<file path="config.mk">
export PLATFORM = sky130hd
export DESIGN_NAME = pci_cfgspace_mbar
export DESIGN_NICKNAME = d
export VERILOG_FILES = /design/src/rtl/pci_cfg_pkg.sv /design/src/rtl/pci_cfg_bar.sv /design/src/rtl/pci_cfgspace_mbar.sv
export SDC_FILE = /design/constraint.sdc
export NUM_CORES = 1
export LEC_CHECK = 0
export ABC_AREA = 1
export CAP_MARGIN = 20
export CORE_ASPECT_RATIO = 0.6
export CORE_UTILIZATION = 40
export DETAILED_ROUTE_END_ITERATION = 10
export GPL_TIMING_DRIVEN = 1
export PLACE_DENSITY_LB_ADDON = 0.05
export SYNTH_ARGS = -nofsm -noshare
export SYNTH_HDL_FRONTEND = slang
export SYNTH_SLANG_ARGS = --single-unit
</file>
<file path="constraint.sdc">
create_clock -name pci_clk_i -period 3.55 [get_ports pci_clk_i]
set_input_delay 0.71 -clock pci_clk_i [delete_from_list [all_inputs] [get_ports pci_clk_i]]
set_output_delay 0.71 -clock pci_clk_i [all_outputs]
set_load 0.005 [all_outputs]
</file>
<file path="src/rtl/pci_cfg_pkg.sv">
// rtl/pci_cfg_pkg.sv - shared constants, state encoding and helpers for the PCI config target
package pci_cfg_pkg;

    localparam logic [3:0] CMD_CFG_READ  = 4'b1010;
    localparam logic [3:0] CMD_CFG_WRITE = 4'b1011;

    localparam logic [5:0] IDX_ID     = 6'd0;
    localparam logic [5:0] IDX_CMD    = 6'd1;
    localparam logic [5:0] IDX_CLASS  = 6'd2;
    localparam logic [5:0] IDX_HDR    = 6'd3;
    localparam logic [5:0] IDX_BAR0   = 6'd4;
    localparam logic [5:0] IDX_BAR1   = 6'd5;
    localparam logic [5:0] IDX_BAR2   = 6'd6;
    localparam logic [5:0] IDX_SUBSYS = 6'd11;
    localparam logic [5:0] IDX_INT    = 6'd15;

    localparam int CMD_IOEN   = 0;
    localparam int CMD_MEMEN  = 1;
    localparam int CMD_BMEN   = 2;
    localparam int CMD_INTDIS = 10;

    typedef enum logic [1:0] {
        ST_IDLE,
        ST_CLAIM,
        ST_DATA,
        ST_DISC
    } cfg_state_e;

    function automatic logic [31:0] byte_merge(input logic [31:0] old_v,
                                               input logic [31:0] new_v,
                                               input logic [3:0]  be);
        logic [31:0] r;
        r = old_v;
        for (int i = 0; i < 4; i++) begin
            if (be[i]) r[8*i +: 8] = new_v[8*i +: 8];
        end
        return r;
    endfunction

endpackage

</file>
<file path="src/rtl/pci_cfg_bar.sv">
// rtl/pci_cfg_bar.sv - one base address register with size mask and I/O flag
module pci_cfg_bar
    import pci_cfg_pkg::*;
#(
    parameter int BITS  = 12,
    parameter bit IS_IO = 1'b0
) (
    input  logic        clk,
    input  logic        rst_n,
    input  logic        we,
    input  logic [3:0]  be,
    input  logic [31:0] wdata,
    output logic [31:0] bar_q,
    output logic [31:0] rd_data
);

    // Bits below the BAR size are hardwired to zero so a write of all ones reads back the size mask.
    localparam logic [31:0] MASK = 32'hFFFF_FFFF << BITS;

    always_ff @(posedge clk or negedge rst_n) begin
        if (!rst_n) begin
            bar_q <= '0;
        end else if (we) begin
            bar_q <= byte_merge(bar_q, wdata & MASK, be);
        end
    end

    assign rd_data = bar_q | {31'b0, IS_IO};

endmodule

</file>
<file path="src/rtl/pci_cfgspace_mbar.sv">
// rtl/pci_cfgspace_mbar.sv - type-0 PCI configuration-space target with up to three BARs
module pci_cfgspace_mbar
    import pci_cfg_pkg::*;
#(
    parameter int          NUM_BARS            = 2,
    parameter int          BAR0_BITS           = 12,
    parameter int          BAR1_BITS           = 16,
    parameter int          BAR2_BITS           = 8,
    parameter logic [2:0]  BAR_IO              = 3'b000,
    parameter logic [15:0] DEVICE_ID           = 16'h9501,
    parameter logic [15:0] VENDOR_ID           = 16'h106d,
    parameter logic [23:0] DEVICE_CLASS        = 24'h030000,
    parameter logic [7:0]  DEVICE_REV          = 8'h02,
    parameter logic [15:0] SUBSYSTEM_ID        = 16'h0002,
    parameter logic [15:0] SUBSYSTEM_VENDOR_ID = 16'hBEBE,
    parameter logic [7:0]  INT_PIN             = 8'h01,
    parameter logic [1:0]  DEVSEL_TIMING       = 2'b00
) (
    input  logic                  pci_clk_i,
    input  logic                  pci_rst_ni,
    input  logic                  pci_frame_ni,
    input  logic                  pci_irdy_ni,
    input  logic                  pci_idsel_i,
    input  logic [3:0]            pci_cbe_ni,
    input  logic [31:0]           pci_ad_i,
    output logic [31:0]           pci_ad_o,
    output logic                  ad_oe_o,
    output logic                  pci_devsel_no,
    output logic                  pci_trdy_no,
    output logic                  pci_stop_no,
    input  logic                  int_pending_i,
    output logic                  selected_o,
    output logic                  ioen_o,
    output logic                  memen_o,
    output logic                  bmen_o,
    output logic                  intdis_o,
    output logic [32*NUM_BARS-1:0] bar_o,
    output logic [7:0]            int_line_o
);

    cfg_state_e  state;
    logic        frame_q;
    logic [5:0]  idx;
    logic        is_read;
    logic        claim;
    logic        wr_commit;
    logic [3:0]  be;
    logic [31:0] rd_data;
    logic [31:0] bar_rd [3];

    // frame_q makes only the falling edge of FRAME# count as an address phase, so data
    // phases of transactions we did not claim can never be mistaken for one.
    assign claim = !pci_frame_ni && frame_q && pci_idsel_i &&
                   (pci_cbe_ni == CMD_CFG_READ || pci_cbe_ni == CMD_CFG_WRITE) &&
                   (pci_ad_i[1:0] == 2'b00) && (pci_ad_i[10:8] == 3'b000);

    assign wr_commit = (state == ST_DATA) && !pci_irdy_ni && !is_read;
    assign be        = ~pci_cbe_ni;

    genvar g;
    for (g = 0; g < 3; g++) begin : g_bar
        if (g < NUM_BARS) begin : g_impl
            localparam int BITS = (g == 0) ? BAR0_BITS : (g == 1) ? BAR1_BITS : BAR2_BITS;
            pci_cfg_bar #(
                .BITS  (BITS),
                .IS_IO (BAR_IO[g])
            ) u_bar (
                .clk     (pci_clk_i),
                .rst_n   (pci_rst_ni),
                .we      (wr_commit && (idx == IDX_BAR0 + 6'(g))),
                .be      (be),
                .wdata   (pci_ad_i),
                .bar_q   (bar_o[32*g +: 32]),
                .rd_data (bar_rd[g])
            );
        end else begin : g_none
            assign bar_rd[g] = '0;
        end
    end

    always_comb begin
        rd_data = '0;
        case (idx)
            IDX_ID:     rd_data = {DEVICE_ID, VENDOR_ID};
            IDX_CMD:    rd_data = {5'b0, DEVSEL_TIMING, 5'b0, int_pending_i, 3'b0,
                                   5'b0, intdis_o, 7'b0, bmen_o, memen_o, ioen_o};
            IDX_CLASS:  rd_data = {DEVICE_CLASS, DEVICE_REV};
            IDX_HDR:    rd_data = '0;
            IDX_BAR0:   rd_data = bar_rd[0];
            IDX_BAR1:   rd_data = bar_rd[1];
            IDX_BAR2:   rd_data = bar_rd[2];
            IDX_SUBSYS: rd_data = {SUBSYSTEM_ID, SUBSYSTEM_VENDOR_ID};
            IDX_INT:    rd_data = {16'h0, INT_PIN, int_line_o};
            default:    rd_data = '0;
        endcase
    end

    always_ff @(posedge pci_clk_i or negedge pci_rst_ni) begin
        if (!pci_rst_ni) begin
            state         <= ST_IDLE;
            frame_q       <= 1'b1;
            idx           <= '0;
            is_read       <= 1'b0;
            pci_devsel_no <= 1'b1;
            pci_trdy_no   <= 1'b1;
            pci_stop_no   <= 1'b1;
            ad_oe_o       <= 1'b0;
            selected_o    <= 1'b0;
            pci_ad_o      <= '0;
        end else begin
            frame_q <= pci_frame_ni;
            case (state)
                ST_IDLE: begin
                    if (claim) begin
                        state         <= ST_CLAIM;
                        pci_devsel_no <= 1'b0;
                        selected_o    <= 1'b1;
                        idx           <= pci_ad_i[7:2];
                        is_read       <= (pci_cbe_ni == CMD_CFG_READ);
                        ad_oe_o       <= (pci_cbe_ni == CMD_CFG_READ);
                    end
                end
                ST_CLAIM: begin
                    // Every access is single-dword, so STOP# goes out with TRDY#.
                    state       <= ST_DATA;
                    pci_trdy_no <= 1'b0;
                    pci_stop_no <= 1'b0;
                    pci_ad_o    <= rd_data;
                end
                ST_DATA: begin
                    if (!pci_irdy_ni) begin
                        if (pci_frame_ni) begin
                            state         <= ST_IDLE;
                            pci_devsel_no <= 1'b1;
                            pci_trdy_no   <= 1'b1;
                            pci_stop_no   <= 1'b1;
                            ad_oe_o       <= 1'b0;
                            selected_o    <= 1'b0;
                            pci_ad_o      <= '0;
                        end else begin
                            state       <= ST_DISC;
                            pci_trdy_no <= 1'b1;
                        end
                    end
                end
                ST_DISC: begin
                    if (pci_frame_ni) begin
                        state         <= ST_IDLE;
                        pci_devsel_no <= 1'b1;
                        pci_trdy_no   <= 1'b1;
                        pci_stop_no   <= 1'b1;
                        ad_oe_o       <= 1'b0;
                        selected_o    <= 1'b0;
                        pci_ad_o      <= '0;
                    end
                end
                default: state <= ST_IDLE;
            endcase
        end
    end

    always_ff @(posedge pci_clk_i or negedge pci_rst_ni) begin
        if (!pci_rst_ni) begin
            ioen_o     <= 1'b0;
            memen_o    <= 1'b0;
            bmen_o     <= 1'b0;
            intdis_o   <= 1'b0;
            int_line_o <= '0;
        end else if (wr_commit) begin
            if (idx == IDX_CMD) begin
                if (be[0]) begin
                    ioen_o  <= pci_ad_i[CMD_IOEN];
                    memen_o <= pci_ad_i[CMD_MEMEN];
                    bmen_o  <= pci_ad_i[CMD_BMEN];
                end
                if (be[1]) intdis_o <= pci_ad_i[CMD_INTDIS];
            end
            if (idx == IDX_INT && be[0]) int_line_o <= pci_ad_i[7:0];
        end
    end

endmodule
</file>
==> results of run 1 <==
-- how the worst max path moves through the flow --
stage,from,endpoint,cells after the start
6_report,idx[1]$_DFFE_PN0P_,pci_ad_o[19]$_DFFE_PN0P_,7
5_1_grt,idx[1]$_DFFE_PN0P_,pci_ad_o[19]$_DFFE_PN0P_,7
4_1_cts,idx[1]$_DFFE_PN0P_,pci_ad_o[19]$_DFFE_PN0P_,7
3_5_place_dp,pci_frame_ni,pci_ad_o[10]$_DFFE_PN0P_,7
3_3_place_gp,pci_frame_ni,pci_ad_o[10]$_DFFE_PN0P_,7
2_1_floorplan,pci_irdy_ni,g_bar[1].g_impl.u_bar.bar_q[22]$_DFFE_PN0P_,7
-- registers in the layout, indices dropped and copies added, names as in the netlist --
register and count:
g_bar.g_impl.u_bar.bar_q 36, pci_ad_o 31, int_line_o 8, idx 6, state 2, ad_oe_o 1
bmen_o 1, frame_q 1, intdis_o 1, ioen_o 1, is_read 1, memen_o 1
pci_devsel_no 1, pci_stop_no 1, pci_trdy_no 1, selected_o 1
-- synthesized netlist by cell type --
cell,number,area (um^2)
nor3_4,1,16.3
nand3_1,55,275
inv_2,3,11.3
nand3_4,2,35.0
a22oi_1,1,7.51
nor3_1,1,5.00
dfrtp_1,90,2250
o211ai_1,3,22.5
nor2_1,19,71.3
o21ai_2,19,166
o21ai_1,14,70.1
nand2_2,1,6.26
nand2_1,173,649
buf_4,31,233
nand3_2,4,40.0
dfstp_2,4,105
o21ai_0,27,135
a22o_1,1,8.76
a21oi_1,3,15.0
clkinv_2,1,5.00
nand4_1,14,87.6
clkbuf_1,5,18.8
nor2_4,3,33.8
buf_1,3,11.3
nor2_2,1,6.26
inv_1,47,176
conb_1,1,3.75
buf_6,6,67.6
buf_2,5,25.0
-- layer usage --
metal	vias up	global-route usage [%]
met2	136	27.9
met4	0	4.20
li1	1917	-
met5	-	0
met3	8	5.13
met1	1752	35.1
-- area by class of cell --
class                      instances  share of cell area, %
sequential                        94                   38.8
tap                              139                   2.86
clock inverter                     4                  0.906
clock buffer                      12                   4.22
timing repair buffer             130                   21.2
inverter                          51                   3.17
multi-input combinational        370                   28.9
-- power groups by stage --
stage	Combinational (uW)	Sequential (uW)	Clock (uW)
floorplan	315	1240	0
global placement	588	1240	0
detailed placement	592	1240	0
CTS	596	1220	1010
global route	652	1230	1050
finish	586	1220	991
-- cells by family (layout without fill, tap and decap cells) --
group,Yosys count,in the layout
buffers and inverters,101,197
other,1,28
flip-flops,94,94
AO/OA/AOI/OAI,68,68
AND/OR/NAND/NOR,274,274
-- per-stage QoR --
step                hold WS, ns  worst slack (ns)
finish                    0.455              1.46
global placement          0.452              1.15
floorplan                 0.414              1.95
CTS                       0.461              1.44
detailed placement        0.451              1.13
global route              0.488              1.28
-- critical path, cell delays in order, from the launching register on --
cell     delay (ns)
dfrtp_1        0.47
inv_1          0.10
nand2_1        0.13
nor2_1         0.81
nand3_1        0.17
nand3_1        0.18
nand3_1        0.10
nand2_1        0.07
==> report_table.html, run 1 <==
<table>
<tr><th>Metric</th><th>Value</th></tr>
<tr><th colspan="2">Status</th></tr>
<tr><td>Result of the run</td><td>finished, final reports clean</td></tr>
<tr><th colspan="2">Floorplan</th></tr>
<tr><td>Vertical extent of the die</td><td>84.7 um</td></tr>
<tr><td>Area enclosed by the die boundary</td><td>~0.012 mm^2</td></tr>
<tr><td>Chip width</td><td>around 140 um</td></tr>
<tr><td>Placeable core region</td><td>between 0.01 and 0.015 mm^2</td></tr>
<tr><td>Starting utilization of the core area</td><td>around 42%</td></tr>
<tr><td>Top-level port count</td><td>about 160</td></tr>
<tr><td>Number of rows created at floorplan</td><td>29</td></tr>
<tr><th colspan="2">Power and ir drop</th></tr>
<tr><td>Overall power of the completed layout</td><td>2800 uW</td></tr>
<tr><td>Cell internal pwr</td><td>between 1500 and 2000 uW</td></tr>
<tr><td>Switching power total</td><td>roughly 800 uW</td></tr>
<tr><td>Ratio of total power to cell area</td><td>approximately 460 mW/mm^2</td></tr>
<tr><td>Net switching share of the total power</td><td>roughly 29%</td></tr>
<tr><td>Combinational cell fraction of total power</td><td>a little over a fifth</td></tr>
<tr><td>Static leakage power</td><td>around 0.003 uW</td></tr>
<tr><td>Worst IR drop on VDD</td><td>roughly 0.00024 V</td></tr>
<tr><td>Sequential Power Share</td><td>a little over two fifths</td></tr>
<tr><td>Clk pwr share</td><td>between 30% and 40%</td></tr>
<tr><th colspan="2">Route</th></tr>
<tr><td>Vias per cell</td><td>around 4.8</td></tr>
<tr><td>Vias post-DR</td><td>roughly 3800</td></tr>
<tr><td>Count of antenna-violating nets left after detailed routing</td><td>0</td></tr>
<tr><td>Routed length on met1</td><td>6320 um</td></tr>
<tr><td>DRC</td><td>0</td></tr>
<tr><td>Post-detailed-route wirelength per cell</td><td>15.0 um</td></tr>
<tr><td>Met2 wire length</td><td>around 4700 um</td></tr>
<tr><td>First-pass DRT Iterations</td><td>4</td></tr>
<tr><td>Routed Wire Length</td><td>about 12000 um</td></tr>
<tr><td>Highest metal layer used by the detailed router</td><td>met4</td></tr>
<tr><td>Met3 routed WL</td><td>896 um</td></tr>
<tr><td>Initial drt markers</td><td>roughly 230</td></tr>
<tr><th colspan="2">Clocking</th></tr>
<tr><td>CTS tree</td><td>done</td></tr>
<tr><td>Insertion delay to the later sink of the worst-skew pair</td><td>0.34 ns</td></tr>
<tr><td>Max Buffers Root-to-Sink</td><td>2</td></tr>
<tr><td>CTS root buf</td><td>clkbuf_16</td></tr>
<tr><td>Deepest level of the CTS H-tree</td><td>3</td></tr>
<tr><td>Post-CTS Setup Repair Bufs</td><td>0</td></tr>
<tr><td>Sink count of the clock tree</td><td>between 90 and 100</td></tr>
<tr><td>Cts repair resizes</td><td>0</td></tr>
<tr><td>Clock buffer count from CTS</td><td>9</td></tr>
<tr><td>Hold-fix buffer count after cts</td><td>0</td></tr>
<tr><td>Clock-pin slew on the worst setup and hold paths</td><td>0.06 ns</td></tr>
<tr><th colspan="2">Setup path</th></tr>
<tr><td>R2r setup slk</td><td>roughly 1.5 ns</td></tr>
<tr><td>Top fanout value on the critical path</td><td>14</td></tr>
<tr><td>Critical Path AT</td><td>2.37 ns</td></tr>
<tr><td>Crit Reg-Reg Endpoint</td><td>pci_ad_o[19]$_DFFE_PN0P_</td></tr>
<tr><td>Sort of element at the end of the critical path</td><td>flip-flop</td></tr>
<tr><td>Reg2reg start</td><td>idx[1]$_DFFE_PN0P_</td></tr>
<tr><td>Critical Path RT</td><td>approximately 3.8 ns</td></tr>
<tr><td>Category of the worst setup path launch point</td><td>flip-flop</td></tr>
<tr><td>Setup CP Type</td><td>flip-flop to flip-flop</td></tr>
<tr><td>Depth of the most critical reg-to-reg path</td><td>7</td></tr>
<tr><th colspan="2">Placement</th></tr>
<tr><td>Cell area after placement</td><td>approximately 0.0058 mm^2</td></tr>
<tr><td>Last weighted congestion value of the routability-driven placer</td><td>~0.81</td></tr>
<tr><td>Detail Placement HPWL</td><td>8860 um</td></tr>
<tr><td>Number of buffers inserted by port buffering</td><td>between 100 and 150</td></tr>
<tr><td>Inst Count DP</td><td>between 700 and 800</td></tr>
<tr><th colspan="2">Yosys</th></tr>
<tr><td>FF+latch count, synth</td><td>between 90 and 100</td></tr>
<tr><td>Post-synthesis compound-gate area fraction</td><td>9.33%</td></tr>
<tr><td>Mux contribution to synthesized area</td><td>0%</td></tr>
<tr><td>Gate count of the mapped netlist</td><td>538</td></tr>
<tr><td>Main combinational cell family by area after synthesis</td><td>simple AND/OR/NAND/NOR gates</td></tr>
<tr><td>Post-synthesis adder-cell area fraction</td><td>0%</td></tr>
<tr><td>Yosys warnings</td><td>0</td></tr>
<tr><td>Netlist area before placement</td><td>0.00456 mm^2</td></tr>
<tr><td>Portion of the post-synthesis area used by sequential elements</td><td>roughly half</td></tr>
<tr><td>Yosys cell types</td><td>29</td></tr>
<tr><td>Share of synthesized cell area in and, or, nand and nor gates</td><td>26.9%</td></tr>
<tr><td>Xor/xnor share of the synthesized area</td><td>0%</td></tr>
<tr><td>Per-instance average area after synthesis</td><td>between 8 and 9 um^2</td></tr>
<tr><th colspan="2">STA</th></tr>
<tr><td>Actual transition at the worst max-transition pin</td><td>1.02 ns</td></tr>
<tr><td>Slew headroom</td><td>32.0%</td></tr>
<tr><td>Post-layout min period</td><td>2.09 ns</td></tr>
<tr><td>Achievable Freq</td><td>approximately 0.48 GHz</td></tr>
<tr><td>Setup TNS</td><td>0 ns</td></tr>
<tr><td>Worst-case clock skew</td><td>just over 0.006 ns</td></tr>
<tr><td>Unrepaired setup endpoints after global routing</td><td>false</td></tr>
<tr><td>Setup violations, final</td><td>0</td></tr>
<tr><td>Slew Limit Fails</td><td>0</td></tr>
<tr><td>Final Hold Violating Endpoints</td><td>0</td></tr>
<tr><td>Portion of the clock cycle consumed by the worst path in the final layout</td><td>between 50% and 60%</td></tr>
<tr><th colspan="2">Global routing</th></tr>
<tr><td>Via count of the first global-routing pass</td><td>around 3500</td></tr>
<tr><td>Global-route wire length before repair</td><td>19400 um</td></tr>
<tr><td>Overall fraction of global-route tracks in use</td><td>between 20% and 30%</td></tr>
<tr><td>Overflow left after global routing</td><td>0</td></tr>
<tr><td>Antenna violations before repair</td><td>0</td></tr>
<tr><td>Largest net degree at the start of global routing</td><td>between 70 and 80</td></tr>
<tr><th colspan="2">Min path</th></tr>
<tr><td>Endpoint of the worst hold path</td><td>pci_devsel_no$_DFFE_PN1P_</td></tr>
<tr><td>Beginning of the worst hold path</td><td>pci_devsel_no$_DFFE_PN1P_</td></tr>
<tr><td>Hold Path Stages</td><td>2</td></tr>
<tr><td>Class of the worst hold path</td><td>flip-flop to flip-flop</td></tr>
<tr><th colspan="2">Cells and area</th></tr>
<tr><td>Number of inserted filler cells in the final layout</td><td>roughly 1000</td></tr>
<tr><td>Register area</td><td>0.00236 mm^2</td></tr>
<tr><td>Post-layout instance area</td><td>just over 0.006 mm^2</td></tr>
<tr><td>Most frequent cells in the layout</td><td>nand2_1 (173), clkdlybuf4s50_1 (124), dfrtp_1 (90), nand3_1 (55), inv_1 (47)</td></tr>
<tr><td>Most common cell after layout, fill and taps aside</td><td>nand2_1</td></tr>
<tr><td>Final standard cell count with taps included and fillers excluded</td><td>800</td></tr>
<tr><td>Layout cell share with drive strength beyond 1</td><td>under 10%</td></tr>
<tr><td>Final nets</td><td>between 600 and 700</td></tr>
<tr><td>Area added between synthesis and finish</td><td>33.3%</td></tr>
<tr><td>Combined area of the multi-input logic cells</td><td>about 0.0018 mm^2</td></tr>
<tr><td>Antenna diode count</td><td>0</td></tr>
<tr><td>Final core area utilization</td><td>a little under three fifths</td></tr>
<tr><th colspan="2">Run</th></tr>
<tr><td>Max Cap Viol</td><td>0</td></tr>
</table>
Note: power is estimated with default switching activity, not from simulation.
==> run 2, diff against run 1 <==
clock period = 1.8 ns   (was 3.55 ns; I/O delays follow)
==> run 2 against run 1 <==
Net effect:
- global-route usage increased by 0.53 points
- die area is the same
- clock power increased by 110%
- setup slack worse by 1.4 ns
- highest routed layer unchanged
- via count grew 5.0%
- count of clock-buffer cells in the layout up 1
- flip-flop and latch count is the same
==> report_table.html, run 2 (same netlist as run 1, synthesis figures left out) <==
<table>
<tr><th>Metric</th><th>Value</th></tr>
<tr><th colspan="2">Status</th></tr>
<tr><td>Result of the run</td><td>finished, final reports clean</td></tr>
<tr><th colspan="2">Power and ir drop</th></tr>
<tr><td>Ratio of total power to cell area</td><td>roughly 910 mW/mm^2</td></tr>
<tr><td>Worst IR drop on VDD</td><td>slightly below 0.0005 V</td></tr>
<tr><td>Overall power of the completed layout</td><td>~5800 uW</td></tr>
<tr><td>Static leakage power</td><td>between 0.003 and 0.004 uW</td></tr>
<tr><th colspan="2">Clocking</th></tr>
<tr><td>Insertion delay to the later sink of the worst-skew pair</td><td>0.35 ns</td></tr>
<tr><td>CTS root buf</td><td>clkbuf_16</td></tr>
<tr><td>Max Buffers Root-to-Sink</td><td>2</td></tr>
<tr><td>CTS tree</td><td>done</td></tr>
<tr><td>Clock-pin slew on the worst setup and hold paths</td><td>~0.060 ns</td></tr>
<tr><td>Deepest level of the CTS H-tree</td><td>3</td></tr>
<tr><td>Post-CTS Setup Repair Bufs</td><td>0</td></tr>
<tr><td>Cts repair resizes</td><td>0</td></tr>
<tr><td>Sink count of the clock tree</td><td>94</td></tr>
<tr><td>Clock buffer count from CTS</td><td>9</td></tr>
<tr><th colspan="2">Min path</th></tr>
<tr><td>Beginning of the worst hold path</td><td>pci_devsel_no$_DFFE_PN1P_</td></tr>
<tr><td>Class of the worst hold path</td><td>flip-flop to flip-flop</td></tr>
<tr><td>Endpoint of the worst hold path</td><td>pci_devsel_no$_DFFE_PN1P_</td></tr>
<tr><td>Hold Path Stages</td><td>2</td></tr>
<tr><th colspan="2">Setup path</th></tr>
<tr><td>Delay of the slowest cell on the worst path</td><td>roughly 0.53 ns</td></tr>
<tr><td>Critical path buffer and inverter count</td><td>1</td></tr>
<tr><td>Cell chain of the critical path</td><td>clkdlybuf4s50_1</td></tr>
<tr><td>Delay-heaviest family, CP</td><td>flip-flops</td></tr>
<tr><td>Critical Path AT</td><td>around 1.4 ns</td></tr>
<tr><td>Top fanout value on the critical path</td><td>2</td></tr>
<tr><td>R2r setup slk</td><td>around 0.2 ns</td></tr>
<tr><td>Reg2reg start</td><td>idx[3]$_DFFE_PN0P_</td></tr>
<tr><td>Critical Path RT</td><td>about 1.4 ns</td></tr>
<tr><td>Standard cell with the maximum stage delay on the critical path</td><td>dfstp_2</td></tr>
<tr><td>Setup CP Type</td><td>flip-flop to primary output</td></tr>
<tr><td>Depth of the most critical reg-to-reg path</td><td>5</td></tr>
<tr><td>Sort of element at the end of the critical path</td><td>primary output</td></tr>
<tr><td>Category of the worst setup path launch point</td><td>flip-flop</td></tr>
<tr><td>Crit Reg-Reg Endpoint</td><td>memen_o$_DFFE_PN0P_</td></tr>
<tr><th colspan="2">STA</th></tr>
<tr><td>Slew Limit Fails</td><td>0</td></tr>
<tr><td>Setup violations, final</td><td>0</td></tr>
<tr><td>Achievable Freq</td><td>0.579 GHz</td></tr>
<tr><td>Post-layout min period</td><td>approximately 1.7 ns</td></tr>
<tr><td>Final Hold Violating Endpoints</td><td>0</td></tr>
<tr><td>Smallest hold slack</td><td>about 0.46 ns</td></tr>
<tr><td>Unrepaired setup endpoints after global routing</td><td>false</td></tr>
<tr><td>Worst-case clock skew</td><td>between 0.007 and 0.008 ns</td></tr>
<tr><td>Portion of the clock cycle consumed by the worst path in the final layout</td><td>a little over nine tenths</td></tr>
<tr><th colspan="2">Route</th></tr>
<tr><td>Vias per cell</td><td>just under 5</td></tr>
<tr><td>Count of antenna-violating nets left after detailed routing</td><td>0</td></tr>
<tr><td>DRC</td><td>0</td></tr>
<tr><td>Routed Wire Length</td><td>approximately 12000 um</td></tr>
<tr><td>Vias post-DR</td><td>around 4000</td></tr>
<tr><td>First-pass DRT Iterations</td><td>5</td></tr>
<tr><td>Post-detailed-route wirelength per cell</td><td>15.2 um</td></tr>
<tr><td>Initial drt markers</td><td>about 240</td></tr>
<tr><th colspan="2">Floorplan</th></tr>
<tr><td>Placeable core region</td><td>~0.011 mm^2</td></tr>
<tr><td>Area enclosed by the die boundary</td><td>between 0.01 and 0.015 mm^2</td></tr>
<tr><td>Chip width</td><td>140 um</td></tr>
<tr><td>Starting utilization of the core area</td><td>a little over two fifths</td></tr>
<tr><td>Number of rows created at floorplan</td><td>29</td></tr>
<tr><td>Top-level port count</td><td>between 150 and 200</td></tr>
<tr><td>Vertical extent of the die</td><td>around 85 um</td></tr>
<tr><th colspan="2">Global routing</th></tr>
<tr><td>Antenna violations before repair</td><td>0</td></tr>
<tr><td>Via count of the first global-routing pass</td><td>3709</td></tr>
<tr><td>Overflow left after global routing</td><td>0</td></tr>
<tr><td>Largest net degree at the start of global routing</td><td>41</td></tr>
<tr><td>Overall fraction of global-route tracks in use</td><td>between 20% and 30%</td></tr>
<tr><td>Global-route wire length before repair</td><td>19900 um</td></tr>
<tr><th colspan="2">Cells and area</th></tr>
<tr><td>Number of inserted filler cells in the final layout</td><td>between 900 and 1000</td></tr>
<tr><td>Antenna diode count</td><td>0</td></tr>
<tr><td>Area added between synthesis and finish</td><td>38.5%</td></tr>
<tr><td>Largest register by flop count</td><td>g_bar.g_impl.u_bar.bar_q</td></tr>
<tr><td>Register area</td><td>about 0.0024 mm^2</td></tr>
<tr><td>Registers with the highest flip-flop counts</td><td>g_bar.g_impl.u_bar.bar_q (36), pci_ad_o (31), int_line_o (8)</td></tr>
<tr><td>Flip-flop count of the largest register, all copies and words added</td><td>36</td></tr>
<tr><td>Final nets</td><td>about 720</td></tr>
<tr><td>Final standard cell count with taps included and fillers excluded</td><td>about 820</td></tr>
<tr><td>Combined area of the multi-input logic cells</td><td>between 0.0015 and 0.002 mm^2</td></tr>
<tr><td>Final core area utilization</td><td>a little under 60%</td></tr>
<tr><td>Most common cell after layout, fill and taps aside</td><td>nand2_1</td></tr>
<tr><td>Layout cell share with drive strength beyond 1</td><td>between 10% and 20%</td></tr>
<tr><td>Most frequent cells in the layout</td><td>nand2_1 (173), clkdlybuf4s50_1 (124), dfrtp_1 (90), nand3_1 (55), inv_1 (47)</td></tr>
<tr><th colspan="2">Placement</th></tr>
<tr><td>Inst Count DP</td><td>roughly 800</td></tr>
<tr><td>Number of buffers inserted by port buffering</td><td>between 100 and 150</td></tr>
<tr><td>Last weighted congestion value of the routability-driven placer</td><td>about 0.85</td></tr>
<tr><td>Detail Placement HPWL</td><td>a little over 9000 um</td></tr>
<tr><th colspan="2">Run</th></tr>
<tr><td>Max Cap Viol</td><td>0</td></tr>
</table>
-- run 2: worst min-delay path, cell delays in order, from the launching register on --
cell and delay, ns:
dfstp_2 0.37, inv_1 0.04, a21oi_1 0.05
-- run 2: per-layer routing --
| metal | vias to the layer above | part of all wire, % | GRT usage (%) |
|---|---|---|---|
| met5 | - | 0 | 0 |
| met4 | 0 | 1.1 | 5.59 |
| met3 | 13 | 6.9 | 4.68 |
| met2 | 148 | 42 | 30.4 |
| met1 | 1892 | 50 | 34.4 |
| li1 | 1952 | - | - |
-- run 2: area by class of cell --
class                           count  share of cell area (%)
Clock buffer                       13                    4.12
Clock inverter                      3                    1.07
Inverter                           51                    3.05
Multi-Input combinational cell    370                    27.8
Sequential cell                    94                    37.3
Tap cell                          139                    2.75
Timing Repair Buffer              149                    23.9
-- run 2: what timing repair did --
action / in CTS / in global routing
hold endpoints to repair: 24 / 0
hold buffers: 1 / 0
setup endpoints to repair: 0 / 0
-- run 2: worst max-delay path by stage --
stage | startpoint | endpoint | cells after the start
6_report | pci_stop_no$_DFFE_PN1P_ | pci_stop_no | 1
3_5_place_dp | pci_ad_i[1] | idx[3]$_DFFE_PN0P_ | 8
2_1_floorplan | idx[1]$_DFFE_PN0P_ | g_bar[0].g_impl.u_bar.bar_q[22]$_DFFE_PN0P_ | 8
5_1_grt | pci_devsel_no$_DFFE_PN1P_ | pci_devsel_no | 1
3_3_place_gp | pci_ad_i[1] | idx[1]$_DFFE_PN0P_ | 8
4_1_cts | pci_stop_no$_DFFE_PN1P_ | pci_stop_no | 1
-- run 2: stage by stage --
stage                     setup TNS (ns)  worst slack, ns  cell area (um^2)
final                                  0           0.0732              6310
after global routing                   0           0.0474              6310
after CTS                              0           0.0650              6310
after detailed placement          -0.512          -0.0475              5980
after global placement            -0.238          -0.0218              5980
after floorplan                        0            0.360              4660
-- run 2: power by group --
group          total [uW]  switching (uW)  leakage, uW  internal, uW
Sequential           2410             119      0.00127          2290
Combinational        1270             694      0.00162           578
Clock                2080             789     0.000156          1290
Total                5770            1600      0.00305          4170
==> run 3, diff against run 2 <==
clock period = 1.4 ns   (was 1.8 ns; I/O delays follow)
==> run 3 against run 2 <==
Net effect:
- the run now ends with setup timing left
- flip-flop and latch count unchanged
- non-clock buffer count rose by 101
- design area increased by 24%
- first-iteration DRC count up 78%
- sequential power is 28% higher
- final cell count up 13%
- wire length up 31%
- count of clock-buffer cells in the layout is 1 lower
- register-to-register slack got worse by 0.38 ns
- largest cell class is now non-clock buffers
- highest routed layer unchanged
==> report_table.html, run 3 (same netlist as run 1, synthesis figures left out) <==
<table>
<tr><th>Metric</th><th>Value</th></tr>
<tr><th colspan="2">Cells and area</th></tr>
<tr><td>Registers with the highest flip-flop counts</td><td>g_bar.g_impl.u_bar.bar_q (36), pci_ad_o (31), int_line_o (8)</td></tr>
<tr><td>Final core area utilization</td><td>72.6%</td></tr>
<tr><td>Area added between synthesis and finish</td><td>72.2%</td></tr>
<tr><td>Most common cell after layout, fill and taps aside</td><td>nand2_1</td></tr>
<tr><td>Flip-flop count of the largest register, all copies and words added</td><td>36</td></tr>
<tr><td>Most frequent cells in the layout</td><td>nand2_1 (104), buf_4 (86), dfrtp_1 (85), dlygate4sd2_1 (81), nand2_2 (48)</td></tr>
<tr><td>Layout cell share with drive strength beyond 1</td><td>between 30% and 40%</td></tr>
<tr><td>Antenna diode count</td><td>0</td></tr>
<tr><td>Largest register by flop count</td><td>g_bar.g_impl.u_bar.bar_q</td></tr>
<tr><td>Final nets</td><td>between 800 and 900</td></tr>
<tr><th colspan="2">Floorplan</th></tr>
<tr><td>Number of rows created at floorplan</td><td>29</td></tr>
<tr><td>Placeable core region</td><td>roughly 0.011 mm^2</td></tr>
<tr><td>Chip width</td><td>between 100 and 150 um</td></tr>
<tr><td>Top-level port count</td><td>about 160</td></tr>
<tr><td>Area enclosed by the die boundary</td><td>between 0.01 and 0.015 mm^2</td></tr>
<tr><td>Vertical extent of the die</td><td>roughly 85 um</td></tr>
<tr><td>Starting utilization of the core area</td><td>42.2%</td></tr>
<tr><th colspan="2">Clocking</th></tr>
<tr><td>CTS root buf</td><td>clkbuf_16</td></tr>
<tr><td>Deepest level of the CTS H-tree</td><td>3</td></tr>
<tr><td>Max Buffers Root-to-Sink</td><td>2</td></tr>
<tr><td>Insertion delay to the later sink of the worst-skew pair</td><td>0.35 ns</td></tr>
<tr><td>Sink count of the clock tree</td><td>94</td></tr>
<tr><td>Clock buffer count from CTS</td><td>9</td></tr>
<tr><td>Clock-pin slew on the worst setup and hold paths</td><td>around 0.070 ns</td></tr>
<tr><td>CTS tree</td><td>done</td></tr>
<tr><th colspan="2">Global routing</th></tr>
<tr><td>Overflow left after global routing</td><td>0</td></tr>
<tr><td>Via count of the first global-routing pass</td><td>4513</td></tr>
<tr><td>Overall fraction of global-route tracks in use</td><td>around a quarter</td></tr>
<tr><td>Global-route wire length before repair</td><td>roughly 23000 um</td></tr>
<tr><td>Largest net degree at the start of global routing</td><td>35</td></tr>
<tr><td>Antenna violations before repair</td><td>0</td></tr>
<tr><th colspan="2">STA</th></tr>
<tr><td>Final worst-path setup slack</td><td>-0.178 ns</td></tr>
<tr><td>Final Hold Violating Endpoints</td><td>0</td></tr>
<tr><td>Setup violations, final</td><td>76</td></tr>
<tr><td>Unrepaired setup endpoints after global routing</td><td>true</td></tr>
<tr><td>Worst-case clock skew</td><td>~0.0075 ns</td></tr>
<tr><td>Portion of the clock cycle consumed by the worst path in the final layout</td><td>113%</td></tr>
<tr><td>Slew Limit Fails</td><td>0</td></tr>
<tr><td>Post-layout min period</td><td>1.58 ns</td></tr>
<tr><td>Smallest hold slack</td><td>around 0.25 ns</td></tr>
<tr><td>Achievable Freq</td><td>about 0.63 GHz</td></tr>
<tr><th colspan="2">Power and ir drop</th></tr>
<tr><td>Static leakage power</td><td>0.00432 uW</td></tr>
<tr><td>Worst IR drop on VDD</td><td>between 0.0006 and 0.0007 V</td></tr>
<tr><td>Ratio of total power to cell area</td><td>around 980 mW/mm^2</td></tr>
<tr><th colspan="2">Route</th></tr>
<tr><td>Routed Wire Length</td><td>16200 um</td></tr>
<tr><td>DRC</td><td>0</td></tr>
<tr><td>Vias per cell</td><td>roughly 5.1</td></tr>
<tr><td>Post-detailed-route wirelength per cell</td><td>between 15 and 20 um</td></tr>
<tr><td>First-pass DRT Iterations</td><td>5</td></tr>
<tr><td>Count of antenna-violating nets left after detailed routing</td><td>0</td></tr>
<tr><td>Vias post-DR</td><td>~4700</td></tr>
<tr><td>Initial drt markers</td><td>approximately 430</td></tr>
<tr><th colspan="2">Run</th></tr>
<tr><td>Max Cap Viol</td><td>0</td></tr>
<tr><th colspan="2">Setup path</th></tr>
<tr><td>Cell chain of the critical path</td><td>nor2_4 &gt; nand2_4 &gt; buf_6 &gt; nor2_4 &gt; nand2_2 &gt; buf_6 &gt; nand2_1 &gt; o21ai_1</td></tr>
<tr><td>Delay-heaviest family, CP</td><td>simple AND/OR/NAND/NOR gates</td></tr>
<tr><td>Reg2reg start</td><td>idx[4]$_DFFE_PN0P_</td></tr>
<tr><td>Category of the worst setup path launch point</td><td>flip-flop</td></tr>
<tr><td>Delay of the slowest cell on the worst path</td><td>slightly above 0.4 ns</td></tr>
<tr><td>Depth of the most critical reg-to-reg path</td><td>8</td></tr>
<tr><td>Critical Path AT</td><td>~1.8 ns</td></tr>
<tr><td>Critical Path RT</td><td>1.62 ns</td></tr>
<tr><td>Setup CP Type</td><td>flip-flop to flip-flop</td></tr>
<tr><td>Critical path origin</td><td>idx[4]$_DFFE_PN0P_</td></tr>
<tr><td>Crit Reg-Reg Endpoint</td><td>int_line_o[3]$_DFFE_PN0P_</td></tr>
<tr><td>Standard cell with the maximum stage delay on the critical path</td><td>dfrtp_1</td></tr>
<tr><td>R2r setup slk</td><td>-0.18 ns</td></tr>
<tr><td>Top fanout value on the critical path</td><td>8</td></tr>
<tr><td>Sort of element at the end of the critical path</td><td>flip-flop</td></tr>
<tr><td>Critical path buffer and inverter count</td><td>2</td></tr>
<tr><th colspan="2">Status</th></tr>
<tr><td>Result of the run</td><td>finished, violations left</td></tr>
<tr><td>Failing checks</td><td>setup timing</td></tr>
<tr><th colspan="2">Placement</th></tr>
<tr><td>Last weighted congestion value of the routability-driven placer</td><td>0.827</td></tr>
<tr><td>Number of buffers inserted by port buffering</td><td>~130</td></tr>
<tr><td>Detail Placement HPWL</td><td>around 9600 um</td></tr>
<tr><th colspan="2">Min path</th></tr>
<tr><td>Endpoint of the worst hold path</td><td>int_line_o[1]$_DFFE_PN0P_</td></tr>
<tr><td>Class of the worst hold path</td><td>primary input to flip-flop</td></tr>
<tr><td>Hold Path Stages</td><td>3</td></tr>
<tr><td>Beginning of the worst hold path</td><td>pci_ad_i[1]</td></tr>
</table>
## run 3: how the worst max path moves through the flow
| stage | end | slack (ns) | cells after the start |
|---|---|---|---|
| floorplan | g_bar[1].g_impl.u_bar.bar_q[22]$_DFFE_PN0P_ | -0.005 | 7 |
| global placement | g_bar[0].g_impl.u_bar.bar_q[14]$_DFFE_PN0P_ | -0.31 | 8 |
| detailed placement | g_bar[0].g_impl.u_bar.bar_q[23]$_DFFE_PN0P_ | -0.36 | 7 |
| CTS | g_bar[0].g_impl.u_bar.bar_q[26]$_DFFE_PN0P_ | -0.11 | 6 |
| global route | int_line_o[3]$_DFFE_PN0P_ | -0.20 | 7 |
| finish | int_line_o[3]$_DFFE_PN0P_ | -0.18 | 8 |
## run 3: area by class of cell
class / instances / area [um^2]
Inverter: 51 / 214
Timing Repair Buffer: 250 / 2410
Tap cell: 139 / 174
Fill cell: 798 / 2960
Clock inverter: 4 / 53.8
Clock buffer: 12 / 267
Multi-Input combinational cell: 372 / 2370
Sequential cell: 94 / 2360
## run 3: power breakdown
part | internal [uW] | total (uW) | switching, uW
Sequential | 2950 | 3090 | 142
Clock | 1530 | 2610 | 1080
Combinational | 893 | 2020 | 1130
Total | 5380 | 7730 | 2350
## run 3: what timing repair did
item,CTS,global route
resized for setup,154,164
setup endpoints to repair,161,91
hold buffers,1,0
pin swaps,13,53
cloned,6,3
endpoints found under the hold margin,12,0
buffers inserted,68,8
## run 3: metrics by stage
stage                     instance area (um^2)  cells  power, uW  TNS (ns)  setup WS, ns
final                                     7850    922       7730     -5.88        -0.178
after global routing                      7850    922       8050     -9.48        -0.202
after CTS                                 7210    914       7490     -3.45        -0.107
after detailed placement                  6150    824       4910    -25.11        -0.356
after global placement                    6150    824       4900    -22.91        -0.315
after floorplan                           4670    565       3940  -0.00928      -0.00464
## run 3: worst register-to-register path, cell delays in order (launching register included)
cell     delay, ns
dfrtp_1       0.41
nor2_4        0.20
nand2_4       0.09
buf_6         0.13
nor2_4        0.16
nand2_2       0.11
buf_6         0.17
nand2_1       0.09
o21ai_1       0.10
## run 3: metal layers
metal	vias to the layer above	share of wire, %	wire length (um)	GRT usage (%)
met5	-	0	0	0
met2	217	44	7180	38.7
met4	0	1.1	171	5.19
met3	21	7.3	1180	6.16
li1	2178	-	-	-
met1	2285	47	7710	38.5
